===== src/rtl/pht_port_arbiter.sv =====
// pht_port_arbiter
// Owns the single-ported pattern history table (PHT) of saturating counters
// and shares its port between IF-stage prediction lookups (priority) and
// ID-stage resolved-branch updates (queued, applied as read-modify-write).
// After reset the whole table is written to weakly-not-taken before any
// traffic is accepted.
//
// Optional feature: define PHT_AGE_DRAIN_EN to add a head-age counter that
// forces an update drain after AGE_LIMIT waiting cycles even while IF keeps
// requesting. Without it a continuously requesting IF starves updates until
// the queue fills.
//
// Ports:
//   CLK, RESET            clock, asynchronous active-low reset
//   lookup_req/idx        IF prediction request and index
//   lookup_grant          lookup accepted this cycle (combinational)
//   lookup_valid/taken    result one cycle after grant (taken = counter MSB)
//   upd_valid/idx/taken   ID resolved branch
//   upd_ready             update queue can accept
//   busy                  table initialisation in progress
//   pht_en/we/addr/wdata  PHT port
//   pht_rdata             PHT read data, valid the cycle after a read
//
// state  | meaning
// INIT   | writing weakly-not-taken to every entry, one per cycle
// IDLE   | port free: drain queue head (read) or serve a lookup
// UPD_WR | write back the saturated head counter and pop it

module pht_port_arbiter #(
    parameter int IDX_W     = 10,
    parameter int CTR_W     = 2,
    parameter int QDEPTH    = 4,
    parameter int AGE_LIMIT = 8
) (
    input  logic             CLK,
    input  logic             RESET,
    input  logic             lookup_req,
    input  logic [IDX_W-1:0] lookup_idx,
    output logic             lookup_grant,
    output logic             lookup_valid,
    output logic             lookup_taken,
    input  logic             upd_valid,
    input  logic [IDX_W-1:0] upd_idx,
    input  logic             upd_taken,
    output logic             upd_ready,
    output logic             busy,
    output logic             pht_en,
    output logic             pht_we,
    output logic [IDX_W-1:0] pht_addr,
    output logic [CTR_W-1:0] pht_wdata,
    input  logic [CTR_W-1:0] pht_rdata
);

    localparam int PTR_W = $clog2(QDEPTH);
    localparam int CNT_W = PTR_W + 1;
    localparam logic [CNT_W-1:0] Q_FULL  = CNT_W'(QDEPTH);
    localparam logic [CTR_W-1:0] CTR_MAX = '1;
    localparam logic [CTR_W-1:0] CTR_WNT = CTR_W'(1);

    typedef enum logic [1:0] {
        INIT   = 2'd0,
        IDLE   = 2'd1,
        UPD_WR = 2'd2
    } state_t;

    state_t             state;
    logic [IDX_W-1:0]   init_ptr;
    logic [IDX_W-1:0]   q_idx [QDEPTH];
    logic [QDEPTH-1:0]  q_taken;
    logic [PTR_W-1:0]   head;
    logic [PTR_W-1:0]   tail;
    logic [CNT_W-1:0]   count;

    logic               push;
    logic               pop;
    logic               age_trip;
    logic               drain_now;
    logic [IDX_W-1:0]   head_idx;
    logic               head_taken;
    logic [CTR_W-1:0]   ctr_new;

    assign head_idx   = q_idx[head];
    assign head_taken = q_taken[head];
    assign push       = upd_valid && upd_ready;
    assign pop        = (state == UPD_WR);

`ifdef PHT_AGE_DRAIN_EN
    localparam int AGE_W = $clog2(AGE_LIMIT + 1);
    logic [AGE_W-1:0] age;

    // Age of the current head: cleared by a pop or an empty queue, counts
    // only while the head sits waiting in IDLE, saturates at the limit.
    always_ff @(posedge CLK or negedge RESET) begin
        if (!RESET) begin
            age <= '0;
        end else if (pop || count == '0) begin
            age <= '0;
        end else if (state == IDLE && age < AGE_W'(AGE_LIMIT)) begin
            age <= age + AGE_W'(1);
        end
    end

    assign age_trip = (age >= AGE_W'(AGE_LIMIT));
`else
    // Age draining compiled out; this is constant false.
    assign age_trip = (AGE_LIMIT < 0);
`endif

    assign drain_now = (count != '0) && (!lookup_req || count == Q_FULL || age_trip);

    // Saturating counter update of the value read in the previous cycle.
    always_comb begin
        ctr_new = pht_rdata;
        if (head_taken) begin
            if (pht_rdata != CTR_MAX) ctr_new = pht_rdata + CTR_W'(1);
        end else begin
            if (pht_rdata != '0) ctr_new = pht_rdata - CTR_W'(1);
        end
    end

    always_comb begin
        lookup_grant = 1'b0;
        busy         = 1'b0;
        upd_ready    = 1'b0;
        pht_en       = 1'b0;
        pht_we       = 1'b0;
        pht_addr     = '0;
        pht_wdata    = '0;
        case (state)
            INIT: begin
                busy      = 1'b1;
                pht_en    = 1'b1;
                pht_we    = 1'b1;
                pht_addr  = init_ptr;
                pht_wdata = CTR_WNT;
            end
            IDLE: begin
                upd_ready = (count != Q_FULL);
                if (drain_now) begin
                    pht_en   = 1'b1;
                    pht_addr = head_idx;
                end else if (lookup_req) begin
                    lookup_grant = 1'b1;
                    pht_en       = 1'b1;
                    pht_addr     = lookup_idx;
                end
            end
            UPD_WR: begin
                upd_ready = (count != Q_FULL);
                pht_en    = 1'b1;
                pht_we    = 1'b1;
                pht_addr  = head_idx;
                pht_wdata = ctr_new;
            end
            default: begin
                busy = 1'b1;
            end
        endcase
    end

    always_ff @(posedge CLK or negedge RESET) begin
        if (!RESET) begin
            state        <= INIT;
            init_ptr     <= '0;
            head         <= '0;
            tail         <= '0;
            count        <= '0;
            lookup_valid <= 1'b0;
        end else begin
            lookup_valid <= lookup_grant;
            case (state)
                INIT: begin
                    init_ptr <= init_ptr + IDX_W'(1);
                    if (init_ptr == '1) state <= IDLE;
                end
                IDLE: begin
                    if (drain_now) state <= UPD_WR;
                end
                UPD_WR: begin
                    state <= IDLE;
                end
                default: begin
                    state <= INIT;
                end
            endcase
            if (push) tail <= tail + PTR_W'(1);
            if (pop)  head <= head + PTR_W'(1);
            case ({push, pop})
                2'b10:   count <= count + CNT_W'(1);
                2'b01:   count <= count - CNT_W'(1);
                default: count <= count;
            endcase
        end
    end

    // Queue storage needs no reset; validity is carried by head/tail/count.
    always_ff @(posedge CLK) begin
        if (push) begin
            q_idx[tail]   <= upd_idx;
            q_taken[tail] <= upd_taken;
        end
    end

    assign lookup_taken = lookup_valid & pht_rdata[CTR_W-1];

endmodule

===== config.mk =====
export PLATFORM = sky130hd
export DESIGN_NAME = pht_port_arbiter
export DESIGN_NICKNAME = d
export VERILOG_FILES = /design/src/rtl/pht_port_arbiter.sv
export SDC_FILE = /design/constraint.sdc
export NUM_CORES = 1
export LEC_CHECK = 0
export CORE_AREA = 5 5 114 116
export CTS_CLUSTER_DIAMETER = 100
export DETAILED_ROUTE_END_ITERATION = 8
export DIE_AREA = 0 0 119 121
export MAX_ROUTING_LAYER = met4
export PLACE_DENSITY = 0.44
export SLEW_MARGIN = 20
export SYNTH_ARGS = -nofsm -noshare
export SYNTH_HDL_FRONTEND = slang
export SYNTH_SLANG_ARGS = --single-unit

===== constraint.sdc =====
create_clock -name CLK -period 2.15 [get_ports CLK]
set_clock_uncertainty 0.05 [all_clocks]
set_input_delay 0.43 -clock CLK [delete_from_list [all_inputs] [get_ports CLK]]
set_output_delay 0.43 -clock CLK [all_outputs]
set_load 0.03 [all_outputs]

==> results.md, run 1 <==
* Crit Path Category: flop to output pin
* Critical Path Most Common Cell: buf_6
* Top FF cell, synth: edfxtp_1
* Synth Area in Compound Gates at 0.0655
* Chip width at 119 um
* Synth Net Count at 224
* Slew Viols, Final at 0
* Critical path, cell by cell: buf_6, buf_4, mux4_2, a222oi_1, nor2_2, buf_6
* CP required at 1.67 ns
* Placed cell areas at 3710 um^2
* Largest net degree at the start of global routing at 21
* WP buf/inv at 3
* Post-synthesis register bit count at 64
* Max Root-Sink Buffers at 2
* Starting Density at 0.243
* Cts bufs inserted at 9
* Unrepaired setup endpoints after global routing: yes
* Arrival @ worst endpoint at 2.05 ns
* Synth Instances at 185
* Seq/Total Area, Yosys at 0.636
* Setup crit start: head[0]$_DFFE_PN0P_
* Relative slew slack at 0.755
* # fillers at 1131
* Measured slew at the worst slew-check pin at 0.367 ns
* Cell Count Post-Placement at 396
* I/O pin count at 46
* DR pass1 iterations at 4
* CP Max Fanout at 5
* Global-route wire length before repair at 10.2 mm
* DRT iter0 DRCs at 132
* Slowest cell delay on critical path at 0.50 ns
* Layout Cells excl Fill at 422
* Library cells used by synthesis at 34
* Max Freq at 395 MHz
* DR vias/cell at 4.44
* Vias in the first global route at 1906
* Critical-path top delay cell: mux4_2
* Synth Area in XOR/XNOR at 0.0459
* IO buf count at 45
* Die Footprint at 14400 um^2
* Die height at 121 um
* Critical path's top delay family: multiplexers
* Largest family of logic cells by synthesized area: multiplexers
* Placer Congestion at 0.747
* EDFF count, synth at 44
* Status: complete, but fails checks
* Fin util at 0.364
* Post-route clock period utilization at 1.18
* Gr usage total at 0.0966
* Post-layout net count at 309
* Fraction of registers with async set/reset at 0.313
* Mean post-synth cell area at 15.5 um^2
* Clock sink count at 64
* Clock latency on the worst-skew pair at 0.32 ns
* Post-DRT Antenna Nets at 0
* Critical R2R Launch: count[0]$_DFFE_PN0P_
* P_leak at 0.00166 uW
* Synth warnings at 0
* Fin. Hold Viols at 0
* WL final at 6.85 mm
* Pwr dens at 1620 nW/um^2
* VDD IR max at 0.397 mV
* TritonCTS clock tree: done
* Layout area overhead at 50.1%
* Post-detail-place hpwl at 4.66 mm
* Share of cells above drive strength 1 at 0.422
* H-tree depth at 3
* Grt ovf at 0
* Core region area at 11800 um^2
* Antenna violations before repair at 0
* Worst hold path class: input pin to async pin
* Synth Area in Simple Gates at 0.0690
* Setup violators final at 14
* Synthesized area at 2870 um^2
* Post-route DRC violation count at 0
* Mux cell area share after synthesis at 0.101
* Vias at 1874
* Clock transition at path regs at 0.06 ns
* Min Tclk post-route at 2.53 ns
* Clock Root Buffer: clkbuf_16
* Worst setup margin at -0.383 ns
* Diodes inserted at 0
* Hold_ws at 0.415 ns
* Failing checks: setup timing
* Pre-CTS setup slack at -0.461 ns
* Row Count at 40
* Startpoint Class: flop
* WL/cell at 16.2 um
* CP endpoint kind: output pin
* Max-cap viol count at 0
* Area share of fa/ha/maj cells after synthesis at 0.0550
* Post-route cell area at 4300 um^2
[Yosys cell counts (2+ instances only)]
master	n	share of area
nor2_1	15	0.020
xnor2_1	7	0.021
mux4_1	2	0.018
o21ai_0	4	0.0070
buf_1	2	0.0026
nand2_1	9	0.012
inv_1	10	0.013
and2_1	5	0.011
xor2_1	8	0.024
a222oi_1	10	0.035
nand4_1	3	0.0066
buf_6	2	0.0079
ha_1	11	0.048
a21oi_1	3	0.0052
dfrtp_1	20	0.17
mux2_2	3	0.012
clkbuf_1	2	0.0026
edfxtp_1	44	0.46
nor3_1	2	0.0035
mux4_2	9	0.071
[logic make-up after synthesis]
logic type | after synthesis
adder cells (fa/ha/maj) | 12
multiplexers | 14
flip-flops | 64
AO/OA/AOI/OAI | 23
buffers and inverters | 17
AND/OR/NAND/NOR | 40
XOR/XNOR | 15
[cell usage in the layout, fill, tap and decap left out, types with 5 or more instances in the layout]
cell | Yosys | final
nand2_1 | 9 | 9
buf_4 | 0 | 28
inv_1 | 10 | 5
edfxtp_1 | 44 | 44
buf_6 | 2 | 17
clkdlybuf4s50_1 | 0 | 26
ha_1 | 11 | 7
dfrtp_1 | 20 | 18
a222oi_1 | 10 | 10
buf_12 | 0 | 6
xnor2_1 | 7 | 6
mux4_2 | 9 | 11
clkbuf_16 | 0 | 9
xor2_1 | 8 | 8
and2_1 | 5 | 5
nor2_2 | 0 | 11
[where the power goes]
group / switching [uW] / internal [uW] / total (uW)
Clock: 544 / 1030 / 1570
Sequential: 175 / 1630 / 1810
Combinational: 1850 / 1720 / 3570
[repair_timing]
action / CTS / global route
gates resized for setup: 24 / 31
hold buffers: 0 / 0
pin swaps: 13 / 13
gates cloned: 0 / 1
endpoints found under the setup margin: 16 / 17
setup buffers: 0 / 10
[stage by stage]
step	TNS, ns	total power, uW
floorplan	-0.0488	3680
global placement	-4.74	4860
detailed placement	-4.95	4860
CTS	-3.82	6630
global route	-4.90	7350
finish	-3.82	6950
[routing by layer]
layer / up-vias / share of wire / track usage
li1: 892 / - / -
met3: 12 / 0.036 / 0.0233
met4: 0 / 0.025 / 0.0478
met2: 45 / 0.49 / 0.146
met1: 925 / 0.45 / 0.122
met5: - / 0 / -
[final timing paths]
path / endpoint / slack [ns] / depth (start not counted)
max in group asynchronous: state[0]$_DFFE_PN0P_ / 1.38 / 2
worst min register to register: init_ptr[8]$_DFFE_PN0P_ / 0.47 / 1
worst max-delay path: pht_addr[6] / -0.38 / 6
worst max register to register: count[1]$_DFFE_PN0P_ / -0.02 / 7
worst min-delay path: init_ptr[9]$_DFFE_PN0P_ / 0.42 / 2
min in group CLK: init_ptr[8]$_DFFE_PN0P_ / 0.47 / 1
[registers in the layout, summed over array words and instances, names as in the netlist]
signal        cells
q_idx            40
init_ptr         10
q_taken           4
count             3
head              2
state             2
tail              2
lookup_valid      1
[layout make-up]
class	instances	area (um^2)	area share
clock buffer	9	225	0.0524
tap	147	184	0.0428
sequential	64	1820	0.424
inverter	10	40.0	0.00931
clock inverter	7	104	0.0241
timing repair buffer	80	808	0.188
multi-input combinational	105	1110	0.259
(Power assumes the default switching activity.)
==> inputs of run 2 (changes only) <==
==> constraint.sdc (replaced) <==
create_clock -name CLK -period 2.15 [get_ports CLK]
set_clock_uncertainty 0.05 [all_clocks]
set_input_delay 0.43 -clock CLK [delete_from_list [all_inputs] [get_ports CLK]]
set_output_delay 0.43 -clock CLK [all_outputs]
set_load 0.1 [all_outputs]
==> run 2 against run 1 <==
- sequential share of layout area down 3.1 points
- cell area grew 7.9%
- largest cell class unchanged
- critical endpoint is now pht_addr[2]
- critical path depth down 1
- worst setup slack got worse by 0.062 ns
- maximum frequency fell by 2.4%
- first-iteration DRC count is 0.76% lower
- register-to-register slack better by 0.07 ns
- via count is 1.7% higher
- die area unchanged
- wire length grew 4.8%
- the flow still finishes with violations (setup timing)
==> results.md, run 2 (synthesis gave the netlist of run 1 again) <==
* Clock sink count at 64
* Post-layout net count at 315
* Most common cell after layout, fill and taps aside: edfxtp_1
* TritonCTS clock tree: done
* CP endpoint kind: output pin
* Fin. Hold Viols at 0
* Max-cap viol count at 0
* Post-route DRC violation count at 0
* Setup violators final at 13
* Gr usage total at 0.103
* Setup TNS at -4.79 ns
* Die Footprint at 14400 um^2
* # fillers at 1121
* Critical Path Stages at 5
* Fin util at 0.393
* Critical path's top delay family: multiplexers
* Critical path, cell by cell: clkbuf_16, mux4_2, a222oi_1, nor2_4, buf_12
* DR pass1 iterations at 4
* Reg with most FFs: q_idx
* RR Endpoint: count[2]$_DFFE_PN0P_
* Biggest regs: q_idx: 40 flops, init_ptr: 10 flops, q_taken: 4 flops
* Vias in the first global route at 2039
* Core region area at 11800 um^2
* Unrepaired setup endpoints after global routing: yes
* Slowest cell delay on critical path at 0.51 ns
* Failing checks: setup timing
* Worst setup margin at -0.445 ns
* Chip width at 119 um
* Critical-path top delay cell: mux4_2
* Min Tclk post-route at 2.60 ns
* I/O pin count at 46
* Post-route clock period utilization at 1.21
* Placer Congestion at 0.762
* Vias at 1906
* Post-DRT Antenna Nets at 0
* Startpoint Class: flop
* Post-detail-place hpwl at 4.90 mm
* Max FFs per register at 40
* Antenna violations before repair at 0
* Max Root-Sink Buffers at 2
* Slew Viols, Final at 0
* H-tree depth at 3
* Worst hold path class: input pin to async pin
* Most frequent cells in the layout: edfxtp_1 (44), buf_4 (28), clkdlybuf4s50_1 (26)
* CP required at 1.67 ns
* Internal reg-to-reg setup slack at 0.05 ns
* Layout area overhead at 62.0%
* DRT iter0 DRCs at 131
* Relative slew slack at 0.691
* Crit Path Category: flop to output pin
* Max Freq at 385 MHz
* Pre-CTS setup slack at -0.351 ns
* Clock Root Buffer: clkbuf_16
* WL final at 7.18 mm
* Diodes inserted at 0
* Status: complete, but fails checks
* Critical R2R Launch: state[1]$_DFFE_PN0P_
* Largest net degree at the start of global routing at 21
* Grt ovf at 0
* Clock transition at path regs at 0.06 ns
* Cts bufs inserted at 9
* Starting Density at 0.243
* WP buf/inv at 2
* CP Max Fanout at 5
* Share of cells above drive strength 1 at 0.470
* WL/cell at 16.8 um
* Measured slew at the worst slew-check pin at 0.464 ns
* R2R cell count at 10
* DR vias/cell at 4.45
* Arrival @ worst endpoint at 2.12 ns
* Global-route wire length before repair at 11.0 mm
* IO buf count at 45
* Clock latency on the worst-skew pair at 0.32 ns
* Row Count at 40
* Die height at 121 um
[run 2: cell count changes in the layout (fill, tap and decap cells not counted), sizes merged]
cell,before,now
clkinvlp,0,2
buf,52,59
dlygate4sd2,1,0
inv,12,11
clkinv,3,2
clkbuf,9,10
dlymetal6s2s,1,0
[run 2: worst max-delay path by stage]
stage / slack [ns] / start / to
2_1_floorplan: -0.16 / state[0]$_DFFE_PN0P_ / upd_ready
3_3_place_gp: -0.38 / lookup_req / pht_addr[4]
3_5_place_dp: -0.35 / lookup_req / pht_addr[1]
4_1_cts: -0.45 / head[0]$_DFFE_PN0P_ / pht_addr[4]
5_1_grt: -0.55 / head[0]$_DFFE_PN0P_ / pht_addr[3]
6_report: -0.45 / head[0]$_DFFE_PN0P_ / pht_addr[2]
[run 2: worst reg2reg max path, stage by stage, from the launching register on]
cell and delay (ns):
dfrtp_1 0.38, inv_2 0.07, buf_6 0.12, ha_4 0.27, and3_4 0.18, inv_2 0.04
ha_4 0.16, fa_2 0.37, xnor2_2 0.14, nor2_1 0.12, xor2_1 0.14
[run 2: area by class of cell]
type / count / area [um^2] / share of cell area
clock buffer: 9 / 225 / 0.0485
clock inverter: 7 / 103 / 0.0221
inverter: 10 / 43.8 / 0.00943
multi-input combinational: 105 / 1210 / 0.260
sequential: 64 / 1820 / 0.393
tap: 147 / 184 / 0.0396
timing repair buffer: 86 / 1050 / 0.227
[run 2: what timing repair did]
item,CTS,global route
endpoints found under the setup margin,18,17
resized for setup,16,20
buffers inserted,1,8
gates cloned,0,2
hold buffers,0,0
hold endpoints to repair,0,0
pin swaps,11,16
[run 2: through the flow]
step | hold WS, ns | std cells | instance area (um^2)
global placement | 0.466 | 402 | 4110
detailed placement | 0.469 | 402 | 4110
CTS | 0.426 | 419 | 4480
finish | 0.416 | 428 | 4640
floorplan | 0.0844 | 185 | 3030
global route | 0.450 | 428 | 4640
[run 2: metal layers]
metal / global-route usage / share of wire
met2: 0.159 / 0.51
met5: - / 0
met4: 0.0406 / 0.013
met3: 0.0238 / 0.032
met1: 0.131 / 0.45
Power of run 2 is not shown: default switching activity piles up to over one toggle a cycle in this logic, so the estimate is an artifact.
==> inputs of run 3 (changes only) <==
--- a/config.mk
+++ b/config.mk
@@ -11,7 +11,7 @@
 export DIE_AREA = 0 0 119 121
 export MAX_ROUTING_LAYER = met4
 export PLACE_DENSITY = 0.44
-export SLEW_MARGIN = 20
+export SLEW_MARGIN = 30
 export SYNTH_ARGS = -nofsm -noshare
 export SYNTH_HDL_FRONTEND = slang
 export SYNTH_SLANG_ARGS = --single-unit
==> results of run 3 <==
Final layout, timing and power as in run 2 (identical DEF).
Power of run 3 is left out for the same reason.
